**src/rtl/mesa_nib_decode_pkg.sv**
```systemverilog
// mesa_nib_decode_pkg: shared Mesa-Bus constants, decoder states and slot helpers
package mesa_nib_decode_pkg;
   localparam logic [7:0] MESA_PREAMBLE = 8'hF0;
   localparam logic [7:0] SLOT_BCAST    = 8'hFF;
   localparam logic [7:0] SLOT_NULL     = 8'hFE;
   localparam logic [7:0] SLOT_SELF     = 8'h00;

   typedef enum logic [2:0] {S_HUNT, S_SLOT, S_HDR, S_LEN, S_PAYLOAD} state_t;

   // A packet belongs to this node when addressed to slot 0 or broadcast
   function automatic logic slot_ours(input logic [7:0] s);
      return (s == SLOT_SELF) || (s == SLOT_BCAST);
   endfunction

   // Slot value as seen by the next node down the chain
   function automatic logic [7:0] slot_fwd(input logic [7:0] s);
      return (s == SLOT_SELF) ? SLOT_NULL :
             ((s == SLOT_BCAST) || (s == SLOT_NULL)) ? s : s - 8'd1;
   endfunction
endpackage

```
**src/rtl/mesa_byte_fifo.sv**
```systemverilog
// mesa_byte_fifo: small push/pop FIFO with first-word-fall-through read port
module mesa_byte_fifo #(
   parameter int DEPTH = 4,
   parameter int WIDTH = 8
) (
   input  logic             clk,
   input  logic             reset_n,
   input  logic             push,
   input  logic [WIDTH-1:0] push_d,
   input  logic             pop,
   output logic [WIDTH-1:0] pop_d,
   output logic             full,
   output logic             empty
);
   localparam int AW = $clog2(DEPTH);

   logic [WIDTH-1:0] mem_q [DEPTH];
   logic [AW:0]      wr_q, wr_d, rd_q, rd_d;
   logic             wr_ok, rd_ok;

   assign full  = (wr_q[AW] != rd_q[AW]) && (wr_q[AW-1:0] == rd_q[AW-1:0]);
   assign empty = (wr_q == rd_q);
   assign pop_d = mem_q[rd_q[AW-1:0]];

   // A pop in the same cycle frees the slot, so a push while full is still accepted
   always_comb begin
      wr_ok = push && (!full || pop);
      rd_ok = pop && !empty;
      wr_d  = wr_q + (AW+1)'(wr_ok);
      rd_d  = rd_q + (AW+1)'(rd_ok);
   end

   // Pointer and storage update; reset empties the FIFO
   always_ff @(posedge clk or negedge reset_n) begin
      if (!reset_n) begin
         wr_q <= '0;
         rd_q <= '0;
         for (int i = 0; i < DEPTH; i++) mem_q[i] <= '0;
      end else begin
         wr_q <= wr_d;
         rd_q <= rd_d;
         if (wr_ok) mem_q[wr_q[AW-1:0]] <= push_d;
      end
   end
endmodule

```
**src/rtl/mesa_nib_decode.sv**
```systemverilog
// mesa_nib_decode: Mesa-Bus nibble aligner, header parser, local delivery and slot-rewriting forwarder
module mesa_nib_decode
   import mesa_nib_decode_pkg::*;
#(
   parameter int FIFO_DEPTH  = 4,
   parameter int TIMEOUT_CYC = 65535
) (
   input  logic       clk,
   input  logic       reset_n,
   input  logic       nib_en,
   input  logic [3:0] nib_d,
   output logic       wo_byte_en,
   output logic [7:0] wo_byte_d,
   input  logic       wo_busy,
   output logic       loc_en,
   output logic [7:0] loc_d,
   output logic       loc_start,
   output logic       loc_stop,
   output logic [3:0] loc_subslot,
   output logic [3:0] loc_cmd,
   output logic       pkt_abort,
   output logic       fwd_overflow
);
   state_t      state_q, state_d;
   logic        phase_q, phase_d;
   logic [3:0]  hi_q, hi_d, prev_q, prev_d;
   logic [7:0]  cnt_q, cnt_d;
   logic        first_q, first_d, ours_q, ours_d;
   logic [15:0] to_q, to_d;
   logic        loc_en_q, loc_en_d, loc_start_q, loc_start_d, loc_stop_q, loc_stop_d;
   logic [7:0]  loc_d_q, loc_d_d;
   logic [3:0]  sub_q, sub_d, cmd_q, cmd_d;
   logic        abort_q, abort_d, ovf_q, ovf_d, popped_q, popped_d;
   logic        preamble, byte_done, timeout, push, pop, full, empty;
   logic [7:0]  byte_w, push_d, fifo_q;

   assign byte_w    = {hi_q, nib_d};
   assign preamble  = (state_q == S_HUNT) && nib_en && (prev_q == 4'hF) && (nib_d == 4'h0);
   assign byte_done = (state_q != S_HUNT) && nib_en && phase_q;
   assign timeout   = (state_q != S_HUNT) && !nib_en && (to_q == 16'(TIMEOUT_CYC - 1));
   assign push      = preamble || byte_done;
   assign pop       = !empty && !wo_busy && !popped_q;

   // Next-state: preamble locks, each completed byte advances, timeout abandons
   always_comb begin
      state_d = state_q;
      if (timeout) state_d = S_HUNT;
      else if (preamble) state_d = S_SLOT;
      else if (byte_done)
         case (state_q)
            S_SLOT:    state_d = S_HDR;
            S_HDR:     state_d = S_LEN;
            S_LEN:     state_d = (byte_w == 8'h00) ? S_HUNT : S_PAYLOAD;
            S_PAYLOAD: state_d = (cnt_q == 8'd1) ? S_HUNT : S_PAYLOAD;
            default:   state_d = S_HUNT;
         endcase
   end

   // Datapath: nibble assembly, header latches, payload counter, delivery strobes, forward push
   always_comb begin
      phase_d     = (timeout || preamble) ? 1'b0 : byte_done ? 1'b0 :
                    (nib_en && state_q != S_HUNT) ? 1'b1 : phase_q;
      hi_d        = (nib_en && !phase_q) ? nib_d : hi_q;
      prev_d      = (state_q != S_HUNT) ? 4'h0 : nib_en ? (preamble ? 4'h0 : nib_d) : prev_q;
      cnt_d       = (byte_done && state_q == S_LEN) ? byte_w :
                    (byte_done && state_q == S_PAYLOAD) ? cnt_q - 8'd1 : cnt_q;
      first_d     = (byte_done && state_q == S_LEN) ? 1'b1 :
                    (byte_done && state_q == S_PAYLOAD) ? 1'b0 : first_q;
      ours_d      = (byte_done && state_q == S_SLOT) ? slot_ours(byte_w) : ours_q;
      sub_d       = (byte_done && state_q == S_HDR) ? byte_w[7:4] : sub_q;
      cmd_d       = (byte_done && state_q == S_HDR) ? byte_w[3:0] : cmd_q;
      loc_en_d    = byte_done && state_q == S_PAYLOAD && ours_q;
      loc_d_d     = loc_en_d ? byte_w : loc_d_q;
      loc_start_d = loc_en_d && first_q;
      loc_stop_d  = loc_en_d && cnt_q == 8'd1;
      to_d        = (nib_en || state_q == S_HUNT || timeout) ? 16'd0 : to_q + 16'd1;
      abort_d     = timeout;
      ovf_d       = ovf_q || (push && full && !pop);
      popped_d    = pop;
      push_d      = preamble ? MESA_PREAMBLE : (state_q == S_SLOT) ? slot_fwd(byte_w) : byte_w;
   end

   // State and output registers, all cleared by reset
   always_ff @(posedge clk or negedge reset_n) begin
      if (!reset_n) begin
         state_q     <= S_HUNT;
         phase_q     <= 1'b0;
         hi_q        <= '0;
         prev_q      <= '0;
         cnt_q       <= '0;
         first_q     <= 1'b0;
         ours_q      <= 1'b0;
         to_q        <= '0;
         loc_en_q    <= 1'b0;
         loc_d_q     <= '0;
         loc_start_q <= 1'b0;
         loc_stop_q  <= 1'b0;
         sub_q       <= '0;
         cmd_q       <= '0;
         abort_q     <= 1'b0;
         ovf_q       <= 1'b0;
         popped_q    <= 1'b0;
      end else begin
         state_q     <= state_d;
         phase_q     <= phase_d;
         hi_q        <= hi_d;
         prev_q      <= prev_d;
         cnt_q       <= cnt_d;
         first_q     <= first_d;
         ours_q      <= ours_d;
         to_q        <= to_d;
         loc_en_q    <= loc_en_d;
         loc_d_q     <= loc_d_d;
         loc_start_q <= loc_start_d;
         loc_stop_q  <= loc_stop_d;
         sub_q       <= sub_d;
         cmd_q       <= cmd_d;
         abort_q     <= abort_d;
         ovf_q       <= ovf_d;
         popped_q    <= popped_d;
      end
   end

   mesa_byte_fifo #(.DEPTH(FIFO_DEPTH), .WIDTH(8)) u_fwd_fifo (
      .clk(clk), .reset_n(reset_n), .push(push), .push_d(push_d),
      .pop(pop), .pop_d(fifo_q), .full(full), .empty(empty)
   );

   assign wo_byte_en   = pop;
   assign wo_byte_d    = pop ? fifo_q : 8'h00;
   assign loc_en       = loc_en_q;
   assign loc_d        = loc_d_q;
   assign loc_start    = loc_start_q;
   assign loc_stop     = loc_stop_q;
   assign loc_subslot  = sub_q;
   assign loc_cmd      = cmd_q;
   assign pkt_abort    = abort_q;
   assign fwd_overflow = ovf_q;
endmodule

```
**config.mk**
```make
export PLATFORM = sky130hd
export DESIGN_NAME = mesa_nib_decode
export DESIGN_NICKNAME = d
export VERILOG_FILES = /design/src/rtl/mesa_nib_decode_pkg.sv /design/src/rtl/mesa_byte_fifo.sv /design/src/rtl/mesa_nib_decode.sv
export SDC_FILE = /design/constraint.sdc
export NUM_CORES = 1
export LEC_CHECK = 0
export CORE_ASPECT_RATIO = 1.5
export CORE_MARGIN = 4
export CORE_UTILIZATION = 58
export DETAILED_ROUTE_END_ITERATION = 12
export PLACE_DENSITY = 0.86
export SETUP_SLACK_MARGIN = 0.02
export SYNTH_ARGS = -nofsm -noshare
export SYNTH_HDL_FRONTEND = slang
export SYNTH_SLANG_ARGS = --single-unit
```
**constraint.sdc**
```tcl
create_clock -name clk -period 3 [get_ports clk]
set_clock_uncertainty 0.2 [all_clocks]
set_input_delay 0.9 -clock clk [delete_from_list [all_inputs] [get_ports clk]]
set_output_delay 0.9 -clock clk [all_outputs]
set_load 0.02 [all_outputs]
```
==> flow_summary_export.csv <==
group,metric,value,unit
final_layout,post_layout_nonfiller_instances,612,
placement,gp_routability_congestion,0.846,
floorplan,floorplan.initialDensity,0.593,
routing,drt_pre_antenna_iters,5,
final_layout,n_fill_cell,558,
synthesis,seq_area_frac_synth,0.495,
floorplan,fp.dieArea,10100,um2
setup_path,critical_path.max_stage_delay,0.55,ns
synthesis,synth_seq_cells,98,
clock_network,path_clk_slew,0.06,ns
clock_network,clk_root_buffer_cell,"sky130_fd_sc_hd__clkbuf_16",
timing,timing.hold.ws,0.264,ns
final_layout,n_antenna_cell,0,
final_layout,design_area,6050,um2
grt,grt_pass1_vias,3960,
timing,drv_slew,0,
timing,maxSlewHeadroom,0.512,
clock_network,cts_inserted_buffers,9,
routing,avgRoutedWirePerCell,18.4,um
routing,vias,3785,
placement,detailedPlacementHpwl,7.84,mm
routing,drt_iter0_drc,243,
power_and_ir_drop,pwr_total,5.59,mW
synthesis,cell_area_after_technology_mapping,4960,um2
setup_path,crit_type,"flop to output pin",
placement,dpl-instance-area,5740,um2
timing,setup_repair_after_global_routing_missed_its_margin,"false",
grt,initial_antenna_violation_count,0,
synthesis,syn_nets,445,
setup_path,crit_path_max_fanout,8,
routing,drc,0,
timing,finalWorstPathRequiredPeriod,2.90,ns
synthesis,post_synth.cell_area_avg,11.6,um2
setup_path,cpMaxStageDelayCell,"sky130_fd_sc_hd__mux4_1",
timing,tightestPinTransition,0.725,ns
final_layout,final_cell_mix,"sky130_fd_sc_hd__dfrtp_1, sky130_fd_sc_hd__buf_4, sky130_fd_sc_hd__mux2_2",
final_layout,synth_to_layout_area_growth,22.0,%
clock_network,cts_tree,"done",
final_layout,area_of_the_multi_input_gates,2350,um2
run_status,outcome,"complete, no violations",
placement,io_buffer_count,37,
min_path,hold_path_class,"flop to flop",
final_layout,finalNetCount,519,
final_layout,share_of_layout_cells_above_drive_strength_1,0.251,
clock_network,cts.htree.levels,3,
routing,antenna_violating_nets_post_route,0,
synthesis,post_synth_inst_count,426,
timing,tns,0,ns
synthesis,ys_types,61,
power_and_ir_drop,power.density_cell_area,924,nW/um2
synthesis,async_reset_ff_frac,1.00,
setup_path,timing.critical_path.cells,"buf_12 -> mux4_1 -> nor2b_1 -> buf_4",
setup_path,critical_path.startpoint_type,"flop",
synthesis,synth_enable_flop_cells,0,
grt,grt-ovfl-total,0,
timing,report.final.setup_viol,0,
routing,viasPerCell,6.18,
final_layout,final_common_cell,"sky130_fd_sc_hd__dfrtp_1",
setup_path,cp-end-kind,"output pin",
placement,dp_cells,595,
floorplan,placeableCoreArea,8360,um2
grt,grt_pass1_wl,18.8,mm
floorplan,die_y,121,um
grt,grt_start_max_net_pins,52,
setup_path,worst-endpoint-arrival,1.80,ns
power_and_ir_drop,total_leakage_power,2.68,nW
clock_network,cts_sinks,98,
grt,grtUsageTotal,0.236,
timing,share_of_the_clock_period_used_by_the_worst_path_after_layout,0.965,
floorplan,floorplan.io_pins,38,
timing,max_clock_freq,0.345,GHz
floorplan,placementRows,41,
routing,wirelength,11.3,mm
floorplan,chipWidth,83.5,um
synthesis,synth.yosys.warnings,0,
timing,timing.final.hold_violations,0,
clock_network,cts_max_path_buffers,2,
power_and_ir_drop,irDropWorstVdd,682,uV
clock_network,insertion_delay,0.35,ns
setup_path,crit_required,1.90,ns
run,max_cap_violations,0,
final_layout,layout.area.seq,2450,um2
synthesis,synthFlopType,"sky130_fd_sc_hd__dfrtp_1",
synth_stat cells, types with 3 or more instances:
cell type                   n  area share
sky130_fd_sc_hd__a21oi_1   10       0.010
sky130_fd_sc_hd__a221o_1    5       0.010
sky130_fd_sc_hd__a31oi_1    8       0.010
sky130_fd_sc_hd__and3_1     4      0.0050
sky130_fd_sc_hd__buf_2      4      0.0040
sky130_fd_sc_hd__clkbuf_1  11      0.0083
sky130_fd_sc_hd__dfrtp_1   98        0.49
sky130_fd_sc_hd__ha_1      11       0.028
sky130_fd_sc_hd__inv_1     22       0.017
sky130_fd_sc_hd__mux2_2    35       0.079
sky130_fd_sc_hd__mux2i_1    5       0.010
sky130_fd_sc_hd__mux4_1     8       0.042
sky130_fd_sc_hd__nand2_1   17       0.013
sky130_fd_sc_hd__nand2b_1   8       0.010
sky130_fd_sc_hd__nand3_1    9      0.0091
sky130_fd_sc_hd__nand4_1    6      0.0076
sky130_fd_sc_hd__nor2_1    31       0.023
sky130_fd_sc_hd__nor2b_1    8       0.010
sky130_fd_sc_hd__nor3_1    11       0.011
sky130_fd_sc_hd__nor3_4     4       0.013
sky130_fd_sc_hd__nor4_1    10       0.013
sky130_fd_sc_hd__o211ai_1   3      0.0045
sky130_fd_sc_hd__o21ai_0   14       0.014
sky130_fd_sc_hd__o31ai_1    7       0.011
sky130_fd_sc_hd__o32ai_1    4      0.0071
sky130_fd_sc_hd__o41ai_1    4      0.0071
sky130_fd_sc_hd__or2_2      3      0.0038
sky130_fd_sc_hd__or3_1      5      0.0063
sky130_fd_sc_hd__or4_1      3      0.0045
sky130_fd_sc_hd__xnor2_1   11       0.019
sky130_fd_sc_hd__xor2_1     9       0.016
what timing repair did:
action / CTS / global route
gates resized for setup: 44 / 2
hold buffers: 0 / 0
pin swaps: 1 / 0
buffers inserted: 1 / 0
endpoints found under the setup margin: 9 / 4
per-stage QoR:
stage,setup WS [ns],util
2_1_floorplan,0.0515,-
3_3_place_gp,-0.607,0.687
3_5_place_dp,-0.603,0.687
4_1_cts,0.0640,0.723
5_1_grt,0.0289,0.723
6_report,0.104,0.723
cell type report:
cell class / instances / area share
Sequential cell: 98 / 0.406
Multi-Input combinational cell: 287 / 0.389
Timing Repair Buffer: 82 / 0.117
Clock buffer: 15 / 0.0476
Tap cell: 107 / 0.0221
Inverter: 22 / 0.0137
Clock inverter: 1 / 0.00497
sequential cells by signal (all words and copies together), names as in the netlist, 3 cells and up:
| name | count |
|---|---|
| u_fwd_fifo.wr_q | 3 |
| u_fwd_fifo.mem_q | 32 |
| loc_cmd | 4 |
| prev_q | 4 |
| cnt_q | 8 |
| state_q | 3 |
| hi_q | 4 |
| to_q | 16 |
| loc_subslot | 4 |
| loc_d | 8 |
| u_fwd_fifo.rd_q | 3 |
power by group:
group,internal (mW),switching [mW]
Clock,0.738,0.467
Combinational,1.10,1.11
Sequential,1.77,0.407
cell families after synthesis:
kind of cell               Yosys count  synth area share
xor gates and xnor gates            21            0.0386
and+or+nand+nor                    133             0.163
AOI/OAI and AO/OA                   72             0.105
DFF                                 98             0.495
muxes                               50             0.137
adders and majority gates           11            0.0278
buffers and inverters               41            0.0351
worst paths after layout:
kind                            slack, ns  cells past startpoint                   end               start
worst max-delay path                 0.10                      4          wo_byte_d[5]  u_fwd_fifo.rd_q[0]
worst min-delay path                 0.26                      1          fwd_overflow        fwd_overflow
worst max register to register       0.56                      4  u_fwd_fifo.mem_q[30]             hi_q[0]
worst min register to register       0.26                      1          fwd_overflow        fwd_overflow
max in group asynchronous            1.55                      2              to_q[10]             reset_n
min in group asynchronous            0.37                      1              loc_stop             reset_n
worst max-delay path, delay by kind of cell, from the launching register on:
family,cells,cell delay [ns]
mux,1,0.55
simple gates,1,0.15
flops,1,0.43
buf+inv,2,0.31
per-layer routing:
layer,global-route usage,share of wire
met5,0,0
met1,0.264,0.38
met2,0.420,0.54
met3,0.0306,0.045
met4,0.156,0.042
No activity file was read; power rests on OpenSTA's default activity.
